$ cat config.mk
export PLATFORM = sky130hd
export DESIGN_NAME = mvu_job_scheduler
export DESIGN_NICKNAME = d
export VERILOG_FILES = /design/src/rtl/mvu_job_scheduler.sv
export SDC_FILE = /design/constraint.sdc
export NUM_CORES = 1
export LEC_CHECK = 0
export ABC_AREA = 1
export BUFFER_PORTS_ARGS = -buffer_cell sky130_fd_sc_hd__buf_2
export CORE_MARGIN = 2
export CORE_UTILIZATION = 54
export DETAILED_ROUTE_END_ITERATION = 8
export GPL_TIMING_DRIVEN = 0
export PLACE_DENSITY = 0.83
export RECOVER_POWER = 25
export SKIP_LAST_GASP = 1
export SLEW_MARGIN = 20
export SYNTH_ARGS = -nofsm -noshare
export SYNTH_HDL_FRONTEND = slang
export SYNTH_SLANG_ARGS = --single-unit
$ cat constraint.sdc
create_clock -name clk -period 4.35 [get_ports clk]
set_input_delay 0.6525 -clock clk [delete_from_list [all_inputs] [get_ports clk]]
set_output_delay 0.6525 -clock clk [all_outputs]
set_load 0.01 [all_outputs]
$ cat src/rtl/mvu_job_scheduler.sv
// mvu_job_scheduler: APB-programmed job dispatcher for an array of NMVU
// matrix-vector units. Software pushes 32-bit job descriptors into a FIFO and
// the scheduler issues each one to a fixed MVU or to the next idle MVU in
// round-robin order, using a one-cycle start pulse.
//
// Ports:
//   clk, rst_n              clock, asynchronous active-low reset
//   apb_*                   APB slave (zero wait states, combinational read data)
//   mvu_start[NMVU]         one-cycle dispatch pulse per MVU
//   mvu_payload[28]         job payload, valid while any mvu_start bit is high
//   mvu_done[NMVU]          one-cycle completion pulse per MVU
//   irq                     level interrupt, |(done & irq_en), registered
module mvu_job_scheduler #(
  parameter int unsigned NMVU           = 8,
  parameter int unsigned FIFO_DEPTH     = 8,
  parameter int unsigned APB_ADDR_WIDTH = 15,
  parameter int unsigned APB_DATA_WIDTH = 32
) (
  input  logic                      clk,
  input  logic                      rst_n,
  input  logic [APB_ADDR_WIDTH-1:0] apb_paddr,
  input  logic                      apb_psel,
  input  logic                      apb_penable,
  input  logic                      apb_pwrite,
  input  logic [APB_DATA_WIDTH-1:0] apb_pwdata,
  output logic [APB_DATA_WIDTH-1:0] apb_prdata,
  output logic                      apb_pready,
  output logic                      apb_pslverr,
  output logic [NMVU-1:0]           mvu_start,
  output logic [27:0]               mvu_payload,
  input  logic [NMVU-1:0]           mvu_done,
  output logic                      irq
);
  localparam int unsigned IW = (NMVU > 1) ? $clog2(NMVU) : 1;
  localparam int unsigned AW = $clog2(FIFO_DEPTH);
  localparam int unsigned CW = AW + 1;

  localparam logic [APB_ADDR_WIDTH-1:0] ADDR_JOB    = APB_ADDR_WIDTH'(32'h00);
  localparam logic [APB_ADDR_WIDTH-1:0] ADDR_STATUS = APB_ADDR_WIDTH'(32'h04);
  localparam logic [APB_ADDR_WIDTH-1:0] ADDR_DONE   = APB_ADDR_WIDTH'(32'h08);
  localparam logic [APB_ADDR_WIDTH-1:0] ADDR_IRQEN  = APB_ADDR_WIDTH'(32'h0C);
  localparam logic [APB_ADDR_WIDTH-1:0] ADDR_CTRL   = APB_ADDR_WIDTH'(32'h10);

  typedef struct packed {
    logic        any;
    logic [2:0]  target;
    logic [27:0] payload;
  } job_t;

  typedef enum logic [1:0] {S_IDLE = 2'd0, S_PICK = 2'd1, S_ISSUE = 2'd2} state_t;

  state_t          state_q, state_d;
  logic [IW-1:0]   idx_q, idx_d, rr_q, any_idx, cand, head_tgt;
  logic            any_found;
  logic [NMVU-1:0] busy_q, done_q, irq_en_q, done_hit, done_clr, start_d;
  logic [27:0]     payload_d;
  logic            enable_q, overflow_q;

  job_t            mem [FIFO_DEPTH];
  logic [AW-1:0]   wr_ptr_q, rd_ptr_q;
  logic [CW-1:0]   count_q;
  job_t            head;

  logic access, wr_en, full, empty, pop, push_req, push_ok, flush;
  logic sel_job, sel_status, sel_done, sel_irqen, sel_ctrl, sel_valid;
  logic [31:0] status_w;

  // Register decode and APB handshake
  assign access     = apb_psel & apb_penable;
  assign wr_en      = access & apb_pwrite;
  assign sel_job    = (apb_paddr == ADDR_JOB);
  assign sel_status = (apb_paddr == ADDR_STATUS);
  assign sel_done   = (apb_paddr == ADDR_DONE);
  assign sel_irqen  = (apb_paddr == ADDR_IRQEN);
  assign sel_ctrl   = (apb_paddr == ADDR_CTRL);
  assign sel_valid  = sel_job | sel_status | sel_done | sel_irqen | sel_ctrl;

  assign full     = (count_q == CW'(FIFO_DEPTH));
  assign empty    = (count_q == '0);
  assign pop      = (state_q == S_ISSUE) && !empty;
  assign push_req = wr_en & sel_job;
  // A full FIFO still accepts a push when the head leaves on the same edge
  assign push_ok  = push_req & (!full | pop);
  assign flush    = wr_en & sel_ctrl & apb_pwdata[1];

  assign apb_pready  = 1'b1;
  assign apb_pslverr = access & (!sel_valid | (apb_pwrite & sel_status) | (push_req & !push_ok));

  // Status word assembly
  always_comb begin
    status_w        = '0;
    status_w[7:0]   = 8'(busy_q);
    status_w[12:8]  = 5'(count_q);
    status_w[16]    = full;
    status_w[17]    = empty;
    status_w[18]    = overflow_q;
    status_w[21:20] = state_q;
  end

  // Read mux
  always_comb begin
    apb_prdata = '0;
    if (apb_psel && !apb_pwrite) begin
      if (sel_status)     apb_prdata = APB_DATA_WIDTH'(status_w);
      else if (sel_done)  apb_prdata = APB_DATA_WIDTH'(done_q);
      else if (sel_irqen) apb_prdata = APB_DATA_WIDTH'(irq_en_q);
      else if (sel_ctrl)  apb_prdata = APB_DATA_WIDTH'(enable_q);
    end
  end

  assign head     = mem[rd_ptr_q];
  assign head_tgt = head.target[IW-1:0];

  // Round-robin idle search starting at rr_ptr+1; descending loop lets the nearest win
  always_comb begin
    any_found = 1'b0;
    any_idx   = '0;
    cand      = '0;
    for (int k = int'(NMVU); k >= 1; k--) begin
      cand = rr_q + IW'(k);
      if (!busy_q[cand]) begin
        any_found = 1'b1;
        any_idx   = cand;
      end
    end
  end

  // Dispatch FSM next-state and start/payload decode
  always_comb begin
    state_d   = state_q;
    idx_d     = idx_q;
    start_d   = '0;
    payload_d = '0;
    case (state_q)
      S_IDLE: if (enable_q && !empty) state_d = S_PICK;
      S_PICK: begin
        if (!enable_q || flush || empty) begin
          state_d = S_IDLE;
        end else if (head.any) begin
          if (any_found) begin
            state_d = S_ISSUE;
            idx_d   = any_idx;
          end
        end else if (!busy_q[head_tgt]) begin
          state_d = S_ISSUE;
          idx_d   = head_tgt;
        end
        if (state_d == S_ISSUE) begin
          start_d[idx_d] = 1'b1;
          payload_d      = head.payload;
        end
      end
      S_ISSUE: state_d = S_IDLE;
      default: state_d = S_IDLE;
    endcase
  end

  // Completions only count for MVUs we believe are busy
  assign done_hit = mvu_done & busy_q;
  assign done_clr = (wr_en && sel_done) ? apb_pwdata[NMVU-1:0] : '0;

  // State, tracking and control registers
  always_ff @(posedge clk or negedge rst_n) begin
    if (!rst_n) begin
      state_q     <= S_IDLE;
      idx_q       <= '0;
      rr_q        <= '0;
      mvu_start   <= '0;
      mvu_payload <= '0;
      busy_q      <= '0;
      done_q      <= '0;
      irq_en_q    <= '0;
      irq         <= 1'b0;
      enable_q    <= 1'b0;
      overflow_q  <= 1'b0;
      wr_ptr_q    <= '0;
      rd_ptr_q    <= '0;
      count_q     <= '0;
    end else begin
      state_q     <= state_d;
      idx_q       <= idx_d;
      mvu_start   <= start_d;
      mvu_payload <= payload_d;
      // mvu_start is high exactly during ISSUE, so it doubles as the busy-set mask
      busy_q      <= (busy_q & ~done_hit) | mvu_start;
      done_q      <= (done_q & ~done_clr) | done_hit;
      irq         <= |(done_q & irq_en_q);
      if (state_q == S_ISSUE) rr_q <= idx_q;
      if (wr_en && sel_irqen) begin
        irq_en_q <= apb_pwdata[NMVU-1:0];
        if (apb_pwdata[31]) overflow_q <= 1'b0;
      end
      if (push_req && !push_ok) overflow_q <= 1'b1;
      if (wr_en && sel_ctrl) enable_q <= apb_pwdata[0];
      if (flush) begin
        wr_ptr_q <= '0;
        rd_ptr_q <= '0;
        count_q  <= '0;
      end else begin
        if (push_ok) wr_ptr_q <= wr_ptr_q + AW'(1);
        if (pop)     rd_ptr_q <= rd_ptr_q + AW'(1);
        count_q <= count_q + CW'(push_ok) - CW'(pop);
      end
    end
  end

  // FIFO storage
  always_ff @(posedge clk) begin
    if (push_ok && !flush) mem[wr_ptr_q] <= job_t'(apb_pwdata[31:0]);
  end
endmodule

; ---- Yosys cells after proc, flatten, opt, wreduce, memory -nomap -nowiden
; Memories as Yosys holds them, arrays and structs flattened.
; Index checks and enable logic that the tools add are counted.
; W data, S select, Z words.
[word_totals]
reg_bits = 81
ramBits = 256
inputBits = 60
out_inout_bits = 71
elab_cells = 165
n_memories = 1
[op_classes]
add_sub_neg = 11
order_cmp = 11
eq_ne = 9
mux = 68
n_bitwise = 24
n_reduce_logical = 27
[memory_table]
columns = memory, words, word_bits, read_ports, rd_ports_with_merged_regs, wr, line_no
row1 = mem, 8, 32, 1, 0, 1, 59  ; job_t mem [FIFO_DEPTH];
[op_table]
columns = cell, count
row1 = $mux W28, 2
row2 = $mux W3, 17
row3 = $lt A3 B4 Y1 const B, 10
row4 = $mux W8, 5
row5 = $and A8 B8 Y8, 4
row6 = $mux W32, 1
row7 = $eq A15 B4 Y1 const B, 2
row8 = $bmux W1 S3, 9
row9 = $mux W1, 24
row10 = $mux W22, 1
row11 = $not A8 Y8, 2
row12 = $or A8 B8 Y8, 2
row13 = $eq A15 B3 Y1 const B, 1
row14 = $eq A15 B5 Y1 const B, 1
row15 = $logic_not A15 Y1, 1
row16 = $add A3 B3 Y3 const B, 4
row17 = $mux W2, 6
row18 = $add A3 B1 Y3 const B, 3
row19 = $and A1 B1 Y1, 9
row20 = $logic_and A1 B1 Y1, 9
row21 = $reduce_bool A2 Y1, 4
row22 = $reduce_or A8 Y1, 1
row23 = $logic_not A1 Y1, 7
row24 = $or A1 B1 Y1, 7
row25 = other kinds (15), 18

; ---- Depth between registers and ports, before layout
; Gate-level depths: netlist of the first run.
[logic_depth]
depth_word = 20
ltp_mapped = 23
ltp_nobuf = 21

; ---- Least setup slack after synthesis of the first run
; No wires, ideal clock.
[synth_timing]
path_kind = input port to flip-flop
startpoint = input apb_paddr[9]
endpoint = memory mem[2][0] (netlist name) (enable)
arrival_ps = 4114
required_time_ps = 3889
setup_slack_ps = -225
path_stages = 9
path_cell_list = nor2_1 -> nand2_1 -> nor4_1 -> and3_1 -> nand3_1 -> nor4_1 -> nand2_1 -> or2_2 -> nor3_1
[synth_between]
elab_chain_cells = 7
[synth_rtl]
columns = item, line_no
row1 = from (decl), 21  ; input logic [APB_ADDR_WIDTH-1:0] apb_paddr,
row2 = $eq A15 B5 Y1, 75  ; assign sel_ctrl = (apb_paddr == ADDR_CTRL);
row3 = $and A1 B1 Y1 (2 in a row), 84  ; assign flush = wr_en & sel_ctrl & apb_pwdata[1];
row4 = $logic_not A1 Y1, 209  ; if (push_ok && !flush) mem[wr_ptr_q] <= job_t'(apb_pwdata[31:0]);
row5 = $logic_and A1 B1 Y1 *, 209
row6 = $mux W1 *, 209
row7 = $mux W1 (implied by the code) *, 209
row8 = to (decl), 59
; Every way passes the cells marked *; elsewhere a longest branch is shown, timed or not.

; ---- Final worst setup path of the first run
[layout_timing]
startpoint = register count_q[2]
endpoint = memory mem[0][4] (netlist name) (enable)
[layout_between]
elab_chain_cells = 8
[layout_rtl]
columns = item, line_no
row1 = from (decl), 61  ; logic [CW-1:0] count_q;
row2 = from (signal assigned), 202  ; count_q <= count_q + CW'(push_ok) - CW'(pop);
row3 = $logic_not A4 Y1, 79  ; assign empty = (count_q == '0);
row4 = $logic_not A1 Y1, 80  ; assign pop = (state_q == S_ISSUE) && !empty;
row5 = $logic_and A1 B1 Y1, 80
row6 = $or A1 B1 Y1 *, 83  ; assign push_ok = push_req & (!full | pop);
row7 = $and A1 B1 Y1 *, 83
row8 = $logic_and A1 B1 Y1 *, 209
row9 = $mux W1 *, 209
row10 = $mux W1 (implied by the code) *, 209
; Marks and branches as above.

==> results of run 1 <==
==> registers in the layout, indices dropped and copies added (netlist names) <==
register / cells
rd_ptr_q: 3
mvu_payload: 28
count_q: 4
rr_q: 3
busy_q: 8
wr_ptr_q: 3
overflow_q: 1
mem: 256
state_q: 2
idx_q: 3
irq: 1
done_q: 8
irq_en_q: 8
enable_q: 1
mvu_start: 8
==> placed cells by master (no fill, tap or decap), types with 4 or more instances in the layout <==
master | synthesis | final
nor3_2 | 1 | 5
buf_4 | 17 | 27
a21oi_1 | 25 | 25
nor2_1 | 170 | 170
clkinv_2 | 0 | 6
nor3_1 | 15 | 7
clkinv_1 | 2 | 5
bufinv_16 | 0 | 4
nand3_1 | 66 | 66
conb_1 | 2 | 16
nand2_2 | 11 | 11
o221a_2 | 5 | 5
o22ai_1 | 11 | 11
nand2_1 | 197 | 197
buf_2 | 3 | 94
ha_1 | 10 | 10
dfrtp_1 | 81 | 81
clkbuf_8 | 0 | 4
nand4_1 | 5 | 5
edfxtp_1 | 256 | 256
clkbuf_16 | 0 | 35
o21ai_0 | 155 | 155
nand3_2 | 4 | 4
nor3_4 | 0 | 4
clkbuf_1 | 45 | 73
o21bai_1 | 9 | 9
inv_1 | 87 | 87
buf_6 | 7 | 14
inv_2 | 5 | 5
o21ai_1 | 11 | 11
nor2_2 | 22 | 22
buf_8 | 0 | 6
nor4_1 | 4 | 4
o221ai_1 | 42 | 42
==> cell families (layout without fill, tap and decap cells) <==
logic type,count (synthesis),after routing,share of synthesized area [%]
flops,337,337,67.1
buf+inv,168,372,5.21
other cells,2,17,0.0519
fa+ha+maj,11,11,1.00
compound gates,270,270,11.2
simple gates,503,503,15.1
xor+xnor,5,5,0.303
==> metrics by stage <==
step                TNS, ns  instance area (um^2)  util, %  hold slack [ns]  std cells
floorplan            -28.84                 14500        -            0.357       1310
global placement    -387.53                 15500     59.3            0.448       1759
detailed placement        0                 15900     60.7            0.458       1785
CTS                       0                 17100     65.2           0.0895       1849
global route              0                 17100     65.1            0.313       1849
finish                    0                 17100     65.1            0.316       1850
==> layout make-up <==
cell class              instances  area [um^2]
flip-flops and latches        337         9710
fillers                      1878         9140
multi-input cells             805         4120
clock buffers                  44          950
repair buffers                140          868
well taps                     335          419
plain buffers                  73          394
inverters                      95          359
clock inverters                20          245
diodes                          1         2.50
==> metal layers <==
layer	share of wire (%)	wire length [um]	vias to the layer above	global-route usage, %
met1	38	14700	5334	34.8
met4	3.7	1450	0	12.0
met3	9.9	3830	124	6.00
li1	-	-	4918	-
met2	48	18600	705	45.5
met5	0	0	-	0
==> path summary, 6_finish.rpt <==
path | endpoint | cells after the start
min in group asynchronous | busy_q[4] | 1
setup reg to reg | mem[0][4] | 13
hold / removal | busy_q[3] | 2
hold reg to reg | busy_q[5] | 1
max in group asynchronous | irq_en_q[0] | 1
setup / recovery | mem[0][4] | 13
==> report_power, final <==
part / switching [mW] / total [mW] / internal [mW] / leakage [nW]
combinational: 0.0985 / 0.142 / 0.0433 / 2.86
sequential: 0.0100 / 3.49 / 3.48 / 3.39
clock: 1.27 / 3.09 / 1.82 / 0.585
==> worst reg2reg max path, cell delays in order, from the launching register on <==
cell and delay, ns:
dfrtp_1 0.32, inv_1 0.08, ha_1 0.20, nand3_1 0.11, inv_1 0.07, nor3_1 0.74, nor2_1 0.16, inv_1 0.09
nand2_1 0.08, or2_2 0.37, nor3_2 0.56, buf_6 0.25, buf_4 0.21, buf_6 0.17
==> run_results.csv, run 1 <==
group,metric,value,unit
status,status,"finished with violations",
status,violations,"capacitance limit, slew limit",
place,gp_congestion,0.940,
worst_hold_path,min-delay-start,"mvu_done[3]",
synthesis,syn_area_per_cell,11.2,um^2
synthesis,synthFlopType,"edfxtp_1",
timing,slew_violations,34,
place,dp_slack,0.609,ns
timing,skew,0.0180,ns
timing,maxSlewHeadroom,-29.6,%
place,dpl.hpwl,26100,um
drt,firstDrtPassIters,5,
timing,grt_setup_unrepaired,"false",
final_layout,layout.nets,1558,
place,portBuffers,114,
floorplanning,start_util,55.2,%
power,power_density,394,nW/um^2
drt,wl,38600,um
drt,vias_per_cell,5.99,
worst_setup_path,path_common_cell,"inv_1",
final_layout,area_growth_syn_to_layout,18.0,%
synthesis,synth-seq-area-share,67.1,%
drt,drc_errors,0,
grt,grt_pass1_vias,10916,
synthesis,synth_commonest_cells,"edfxtp_1, nand2_1, nor2_1, o21ai_0, inv_1",
synthesis,netlist_area,14500,um^2
clock_network,postCtsResizedCells,0,
worst_setup_path,critPathBufInv,6,
synthesis,yosys_warnings,0,
drt,postRouteAntennaNets,0,
floorplanning,die_w,168,um
drt,drtIter0Drc,1371,
worst_setup_path,crit_family,"simple AND/OR/NAND/NOR gates",
clock_network,cts_sinks,337,
final_layout,post_route_cells_drive_above_1_share,17.5,%
clock_network,clockBufferDepth,3,
worst_setup_path,r2r_slack,0.68,ns
worst_setup_path,crit_chain,"inv_1, ha_1, nand3_1, inv_1, nor3_1, nor2_1, inv_1, nand2_1, or2_2, nor3_2, buf_6, buf_4, buf_6",
drt,wl_per_cell,20.9,um
synthesis,syn_inst,1296,
clock_network,cts_setup_buffers,0,
grt,antenna_found_initial,0,
worst_setup_path,startpoint,"count_q[2]",
power,p_leak,6.84,nW
run,drv_cap,1,
synthesis,yosysMostFrequentCell,"edfxtp_1",
worst_setup_path,worst-path-max-fanout,8,
clock_network,cts_tree,"done",
grt,grt_start_max_net_pins,49,
worst_setup_path,worst_path_largest_cell_delay,0.74,ns
worst_setup_path,cp-end-kind,"flip-flop",
synthesis,synth_top_area_share,53.1,%
clock_network,h-tree-depth,2,
timing,period_needed,3.67,ns
synthesis,async_flop_share,24.0,%
clock_network,cts_made_buffers,35,
power,peakVddDrop,0.000343,V
clock_network,cts_root_buffer,"clkbuf_16",
worst_setup_path,critPathSlowestCell,"nor3_1",
worst_setup_path,arrival,3.92,ns
power,power,6.72,mW
floorplanning,die-height,168,um
grt,grt_use_total,27.3,%
floorplanning,coreArea,26200,um^2
synthesis,synth.distinct_cells,48,
synthesis,ys_top_cells_by_area,"edfxtp_1, dfrtp_1, o21ai_0",
synthesis,synth_area_leader_cell,"edfxtp_1",
timing,hold_viol_final,0,
timing,setup_viol,0,
grt,grt_pass1_wl,59200,um
timing,final.setup.worst_slack,0.676,ns
worst_setup_path,cp-start-kind,"flip-flop",
worst_setup_path,path_class,"reg2reg",
worst_setup_path,critPathRequiredTime,4.60,ns
clock_network,clk_pin_slew_worst_paths,0.06,ns
grt,grt_remaining_overflow,0,
floorplanning,io_pins,131,
floorplanning,num_rows,59,
synthesis,synth_edf_count,256,
floorplanning,die_area,28100,um^2
clock_network,hold_buffers,0,
clock_network,clock_latency,0.54,ns
drt,num_vias,11081,
timing,tightestPinTransition,1.94,ns
worst_setup_path,worstReg2RegStart,"count_q[2]",
timing,fmax,0.272,GHz
worst_hold_path,holdCritPathClass,"in2reg",
timing,period_share,84.5,%
synthesis,ys_ff_latch,337,
(Power assumes the default switching activity.)
==> inputs of run 2 (changes only) <==
- ABC_AREA: 1 -> 0
- CORE_UTILIZATION: 54 -> 59
- PLACE_DENSITY: 0.83 -> 0.86
- clock period: 4.35 -> 3.4 ns (I/O delays scaled with it)
==> run_results.csv, run 2 <==
group,metric,value,unit
worst_setup_path,worst-path-max-fanout,10,
grt,met3_usage,5.06,%
synthesis,ys_top_cells_by_area,"edfxtp_1, dfrtp_1, mux4_2",
grt,grt_util_met2,45.2,%
grt,grt_pass1_wl,51500,um
worst_setup_path,path_common_cell,"buf_4",
floorplanning,num_rows,57,
power,switching_share,19.8,%
final_layout,finalNonFillerCells,1401,
timing,setup_viol,1,
power,power_density,492,nW/um^2
place,gp_congestion,0.892,
drt,firstDrtPassIters,6,
power,internal-power,6.75,mW
clock_network,cts_tree,"done",
grt,grtUsageMet1,35.7,%
drt,num_vias,8608,
drt,drc_errors,0,
power,p_leak,6.80,nW
floorplanning,die_area,25600,um^2
worst_setup_path,cp-end-kind,"flip-flop",
drt,wl_per_cell,25.6,um
worst_setup_path,endpoint,"mvu_start[4]",
synthesis,yosys_warnings,0,
synthesis,yosysMostFrequentCell,"edfxtp_1",
synthesis,synth_top_area_share,53.5,%
final_layout,largest_reg_flops,256,
final_layout,fill_cells,1467,
clock_network,clockBufferDepth,3,
synthesis,synth_edf_count,256,
status,status,"finished with violations",
clock_network,clock_latency,0.52,ns
timing,skew,0.0150,ns
timing,period_share,102,%
synthesis,synthFlopType,"edfxtp_1",
floorplanning,io_pins,131,
timing,final.setup.worst_slack,-0.0777,ns
timing,slew_violations,0,
grt,grt_remaining_overflow,0,
worst_setup_path,crit_cells,14,
clock_network,cts_made_buffers,34,
worst_setup_path,cp-start-kind,"flip-flop",
drt,postRouteAntennaNets,0,
final_layout,area_growth_syn_to_layout,19.2,%
worst_hold_path,holdCritPathClass,"in2async",
floorplanning,start_util,59.6,%
final_layout,final_cell_mix,"edfxtp_1, buf_2, dfrtp_1",
final_layout,final_common_cell,"edfxtp_1",
final_layout,post_route_cells_drive_above_1_share,30.7,%
power,p_comb_share,1.9,%
clock_network,h-tree-depth,2,
synthesis,syn_area_per_cell,16.8,um^2
clock_network,cts_sinks,337,
place,dp_slack,-0.438,ns
grt,grt_pass1_vias,8786,
drt,vias_per_cell,6.14,
worst_setup_path,critPathSlowestCell,"mux4_2",
status,violations,"setup timing",
worst_setup_path,path_class,"reg2reg",
timing,period_needed,3.48,ns
timing,grt_setup_unrepaired,"true",
worst_setup_path,r2r_slack,-0.08,ns
worst_setup_path,reg2reg_depth,14,
power,switchingPower,1.67,mW
floorplanning,die_w,160,um
worst_setup_path,worst_r2r_endpoint,"mvu_start[4]",
drt,drtIter0Drc,891,
power,pwr-share-seq,52.8,%
timing,tightestPinTransition,1.03,ns
worst_setup_path,worst_path_largest_cell_delay,0.59,ns
power,peakVddDrop,0.000595,V
drt,wl,35800,um
grt,grt_start_max_net_pins,43,
timing,maxSlewHeadroom,31.5,%
synthesis,synth_commonest_cells,"edfxtp_1, dfrtp_1, mux4_2, nor2_1, mux2i_1",
clock_network,clk_pin_slew_worst_paths,0.06,ns
worst_setup_path,startpoint,"rr_q[0]",
synthesis,synth-seq-area-share,67.7,%
synthesis,syn_inst,854,
floorplanning,die-height,160,um
synthesis,async_flop_share,24.0,%
worst_setup_path,crit_family,"compound AO/OA/AOI/OAI gates",
worst_setup_path,crit_chain,"buf_6, clkbuf_8, inv_2, ha_1, buf_4, mux4_2, o221ai_1, o31ai_1, o311ai_1, and3_1, a2111oi_4, buf_4, buf_4, nor3_2",
run,drv_cap,0,
synthesis,ys_ff_latch,337,
grt,grt_use_total,26.9,%
worst_setup_path,critPathRequiredTime,3.81,ns
worst_setup_path,arrival,3.88,ns
worst_setup_path,worstReg2RegStart,"rr_q[0]",
final_layout,layout.nets,1120,
place,portBuffers,113,
timing,hold_viol_final,0,
final_layout,reg.largest.list,"mem (256), mvu_payload (28)",
synthesis,synth.distinct_cells,67,
grt,grt.busiest_layer,"met2",
place,dp_cells,1318,
synthesis,netlist_area,14400,um^2
timing,fmax,0.288,GHz
synthesis,synth_area_leader_cell,"edfxtp_1",
place,dpl.hpwl,21200,um
floorplanning,coreArea,24100,um^2
final_layout,largest-register,"mem",
clock_network,cts_root_buffer,"clkbuf_16",
power,clkPwrFrac,45.3,%
clock_network,hold_buffers,0,
grt,antenna_found_initial,4,
worst_setup_path,critPathBufInv,6,
run 2: cell count changes after synthesis, moves of 12 or more:
cell / change
nand2_1: -166
o21ai_0: -139
nor2_1: -98
mux4_2: +73
inv_1: -69
nand3_1: -61
mux2i_1: +58
o221ai_1: -37
clkbuf_1: -24
nor2_2: -22
mux2_2: +14
a21oi_1: -12
run 2: through the flow:
| step | power, mW | TNS (ns) | util (%) | cell area, um^2 | hold slack (ns) |
|---|---|---|---|---|---|
| after floorplan | 4.58 | -5.67 | - | 14400 | 0.214 |
| after global placement | 4.67 | -427.14 | 63.9 | 15400 | 0.429 |
| after detailed placement | 4.68 | -9.57 | 65.2 | 15700 | 0.439 |
| after CTS | 8.42 | 0 | 70.2 | 16900 | 0.0168 |
| after global routing | 8.61 | -1.01 | 71.0 | 17100 | 0.0417 |
| final | 8.42 | -0.0777 | 71.0 | 17100 | 0.00295 |
run 2: logic make-up (layout without fill, tap and decap cells):
family,Yosys count,after routing,synth area share (%)
and+or+nand+nor,174,174,5.86
other,2,19,0.0523
xor gates and xnor gates,8,8,0.540
muxes,150,150,17.2
adders and majority gates,11,11,1.01
DFF,337,337,67.7
AOI/OAI and AO/OA,89,89,4.63
buffers and inverters,83,289,3.04
run 2: power groups by stage:
stage / combinational, mW / sequential (mW) / clock [mW]
2_1_floorplan: 0.0512 / 4.53 / 0
3_3_place_gp: 0.149 / 4.52 / 0
3_5_place_dp: 0.160 / 4.52 / 0
4_1_cts: 0.163 / 4.44 / 3.82
5_1_grt: 0.180 / 4.44 / 3.99
6_report: 0.164 / 4.44 / 3.81
run 2: how the worst min path moves through the flow:
| stage | depth (start not counted) | startpoint | slack [ns] | end |
|---|---|---|---|---|
| 2_1_floorplan | 0 | rst_n | 0.21 | busy_q[0] |
| 3_3_place_gp | 1 | mvu_start[3] | 0.43 | busy_q[3] |
| 3_5_place_dp | 1 | mvu_start[0] | 0.44 | busy_q[0] |
| 4_1_cts | 1 | rst_n | 0.02 | busy_q[2] |
| 5_1_grt | 1 | rst_n | 0.04 | mvu_payload[11] |
| 6_report | 1 | rst_n | 0.003 | mvu_payload[11] |
run 2: area by class of cell:
class	instances	area [um^2]	share of cell area [%]
plain buffers	60	369	2.16
diodes	3	7.51	0.0438
flip-flops and latches	337	9710	56.7
well taps	324	405	2.37
multi-input cells	448	4390	25.6
clock buffers	50	992	5.80
clock inverters	11	139	0.811
inverters	23	91.3	0.533
repair buffers	145	1010	5.91
run 2: worst reg2reg max path, cell delays in order, from the launching register on:
cell       delay (ns)
dfrtp_1          0.36
buf_6            0.11
clkbuf_8         0.15
inv_2            0.07
ha_1             0.28
buf_4            0.14
mux4_2           0.59
o221ai_1         0.22
o31ai_1          0.12
o311ai_1         0.43
and3_1           0.30
a2111oi_4        0.07
buf_4            0.18
buf_4            0.13
nor3_2           0.24
run 2: per-layer routing:
layer / wire length [um] / vias to the layer above
met5: 0 / -
met4: 1060 / 0
met3: 2910 / 82
met2: 18500 / 471
met1: 13400 / 4374
li1: - / 3681
run 2: timing repair:
action / CTS / global route
endpoints found under the hold margin: 0 / 0
pin swaps: 2 / 8
setup buffers: 4 / 15
endpoints found under the setup margin: 66 / 131
gates resized for setup: 10 / 11
==> inputs of run 3 (changes only) <==
- SKIP_CTS_REPAIR_TIMING: not set -> 1
==> run_results.csv, run 3 (synthesis results as in run 2) <==
group,metric,value,unit
clock_network,clockBufferDepth,3,
final_layout,largest-register,"mem",
clock_network,clk_pin_slew_worst_paths,0.06,ns
final_layout,largest_reg_flops,256,
drt,wl,35100,um
clock_network,cts_sinks,337,
drt,wl_per_cell,24.9,um
floorplanning,die_area,25600,um^2
timing,slew_violations,0,
drt,drtIter0Drc,939,
status,status,"finished with violations",
worst_setup_path,reg2reg_depth,12,
final_layout,fill_cells,1480,
floorplanning,die_w,160,um
drt,firstDrtPassIters,5,
worst_setup_path,r2r_slack,-0.03,ns
worst_setup_path,path_class,"reg2reg",
floorplanning,io_pins,131,
status,violations,"setup timing",
final_layout,reg.largest.list,"mem (256), mvu_payload (28)",
final_layout,post_route_cells_drive_above_1_share,31.1,%
grt,grt_pass1_vias,8718,
drt,drc_errors,0,
worst_setup_path,worst-path-max-fanout,10,
power,power,8.38,mW
timing,period_needed,3.43,ns
worst_setup_path,crit_cells,12,
final_layout,area_growth_syn_to_layout,19.5,%
worst_setup_path,critPathRequiredTime,3.81,ns
drt,postRouteAntennaNets,0,
final_layout,finalNonFillerCells,1407,
floorplanning,start_util,59.6,%
place,dp_cells,1318,
clock_network,cts_root_buffer,"clkbuf_16",
clock_network,h-tree-depth,2,
drt,num_vias,8716,
floorplanning,num_rows,57,
power,peakVddDrop,0.000600,V
power,p_leak,6.82,nW
timing,tightestPinTransition,1.04,ns
final_layout,final_cell_mix,"edfxtp_1, buf_2, dfrtp_1",
timing,final.setup.tns,-0.0292,ns
place,portBuffers,113,
worst_hold_path,holdCritPathClass,"in2async",
place,gp_congestion,0.892,
worst_setup_path,crit_chain,"buf_8, clkinvlp_4, ha_1, clkbuf_4, mux4_2, o221ai_1, o31ai_1, o311ai_1, and3_1, a2111oi_4, buf_4, nor3_2",
grt,grt_pass1_wl,51100,um
timing,hold_viol_final,0,
floorplanning,die-height,160,um
worst_setup_path,worstReg2RegStart,"rr_q[1]",
worst_setup_path,crit_family,"compound AO/OA/AOI/OAI gates",
grt,grt_remaining_overflow,0,
clock_network,cts_tree,"done",
place,place_area,15700,um^2
timing,skew,0.0161,ns
clock_network,cts_made_buffers,34,
timing,fmax,0.292,GHz
worst_setup_path,arrival,3.83,ns
timing,final.setup.worst_slack,-0.0292,ns
timing,setup_viol,1,
place,dpl.hpwl,21200,um
final_layout,final_area,17200,um^2
worst_setup_path,critPathSlowestCell,"mux4_2",
grt,grt_use_total,26.7,%
timing,maxSlewHeadroom,30.9,%
floorplanning,coreArea,24100,um^2
grt,antenna_found_initial,3,
worst_setup_path,cp-end-kind,"flip-flop",
clock_network,clock_latency,0.51,ns
worst_setup_path,worst_r2r_endpoint,"mvu_start[4]",
worst_setup_path,cp-start-kind,"flip-flop",
drt,vias_per_cell,6.19,
worst_setup_path,critPathBufInv,4,
timing,hold_slack,0.0113,ns
final_layout,final_common_cell,"edfxtp_1",
worst_setup_path,worst_path_largest_cell_delay,0.59,ns
grt,grt_start_max_net_pins,43,
power,power_density,489,nW/um^2
timing,period_share,101,%
run,drv_cap,0,
final_layout,layout.nets,1126,
run 3: through the flow:
stage	utilization, %	worst slack, ns
CTS	69.9	-0.480
global route	71.2	-0.0382
finish	71.2	-0.0292
global placement	63.9	-1.77
detailed placement	65.2	-0.438
floorplan	-	-0.0591
run 3: cell type report:
type,count,area (um^2),share of cell area (%)
clock buffer,50,992,5.78
sequential,337,9710,56.6
buffer,60,370,2.16
antenna,3,7.51,0.0438
tap,324,405,2.36
inverter,23,90.1,0.525
clock inverter,11,139,0.810
timing repair buffer,151,1040,6.09
multi-input combinational,448,4390,25.6
run 3: power breakdown:
part | total [mW] | switching, mW | internal, mW
registers | 4.44 | 0.00245 | 4.44
logic | 0.163 | 0.111 | 0.0514
clock network | 3.78 | 1.52 | 2.26
run 3: worst reg2reg max path: stages, from the launching register on:
cell and delay (ns):
dfrtp_1 0.37, buf_8 0.17, clkinvlp_4 0.15, ha_1 0.32
clkbuf_4 0.17, mux4_2 0.59, o221ai_1 0.23, o31ai_1 0.13
o311ai_1 0.41, and3_1 0.30, a2111oi_4 0.05, buf_4 0.18
nor3_2 0.25
run 3: how the worst max path moves through the flow:
stage / endpoint / from / slack [ns]
floorplan: mem[2][0] / apb_paddr[11] / -0.06
global placement: mem[6][8] / apb_paddr[11] / -1.77
detailed placement: mvu_start[3] / rr_q[0] / -0.44
CTS: mvu_start[4] / rr_q[0] / -0.48
global route: mvu_start[4] / rr_q[1] / -0.04
finish: mvu_start[4] / rr_q[1] / -0.03
run 3: layer usage:
layer	global-route usage (%)	part of all wire (%)
met1	35.5	37
met2	45.1	51
met3	4.83	8.6
met4	9.54	3.0
met5	0	0
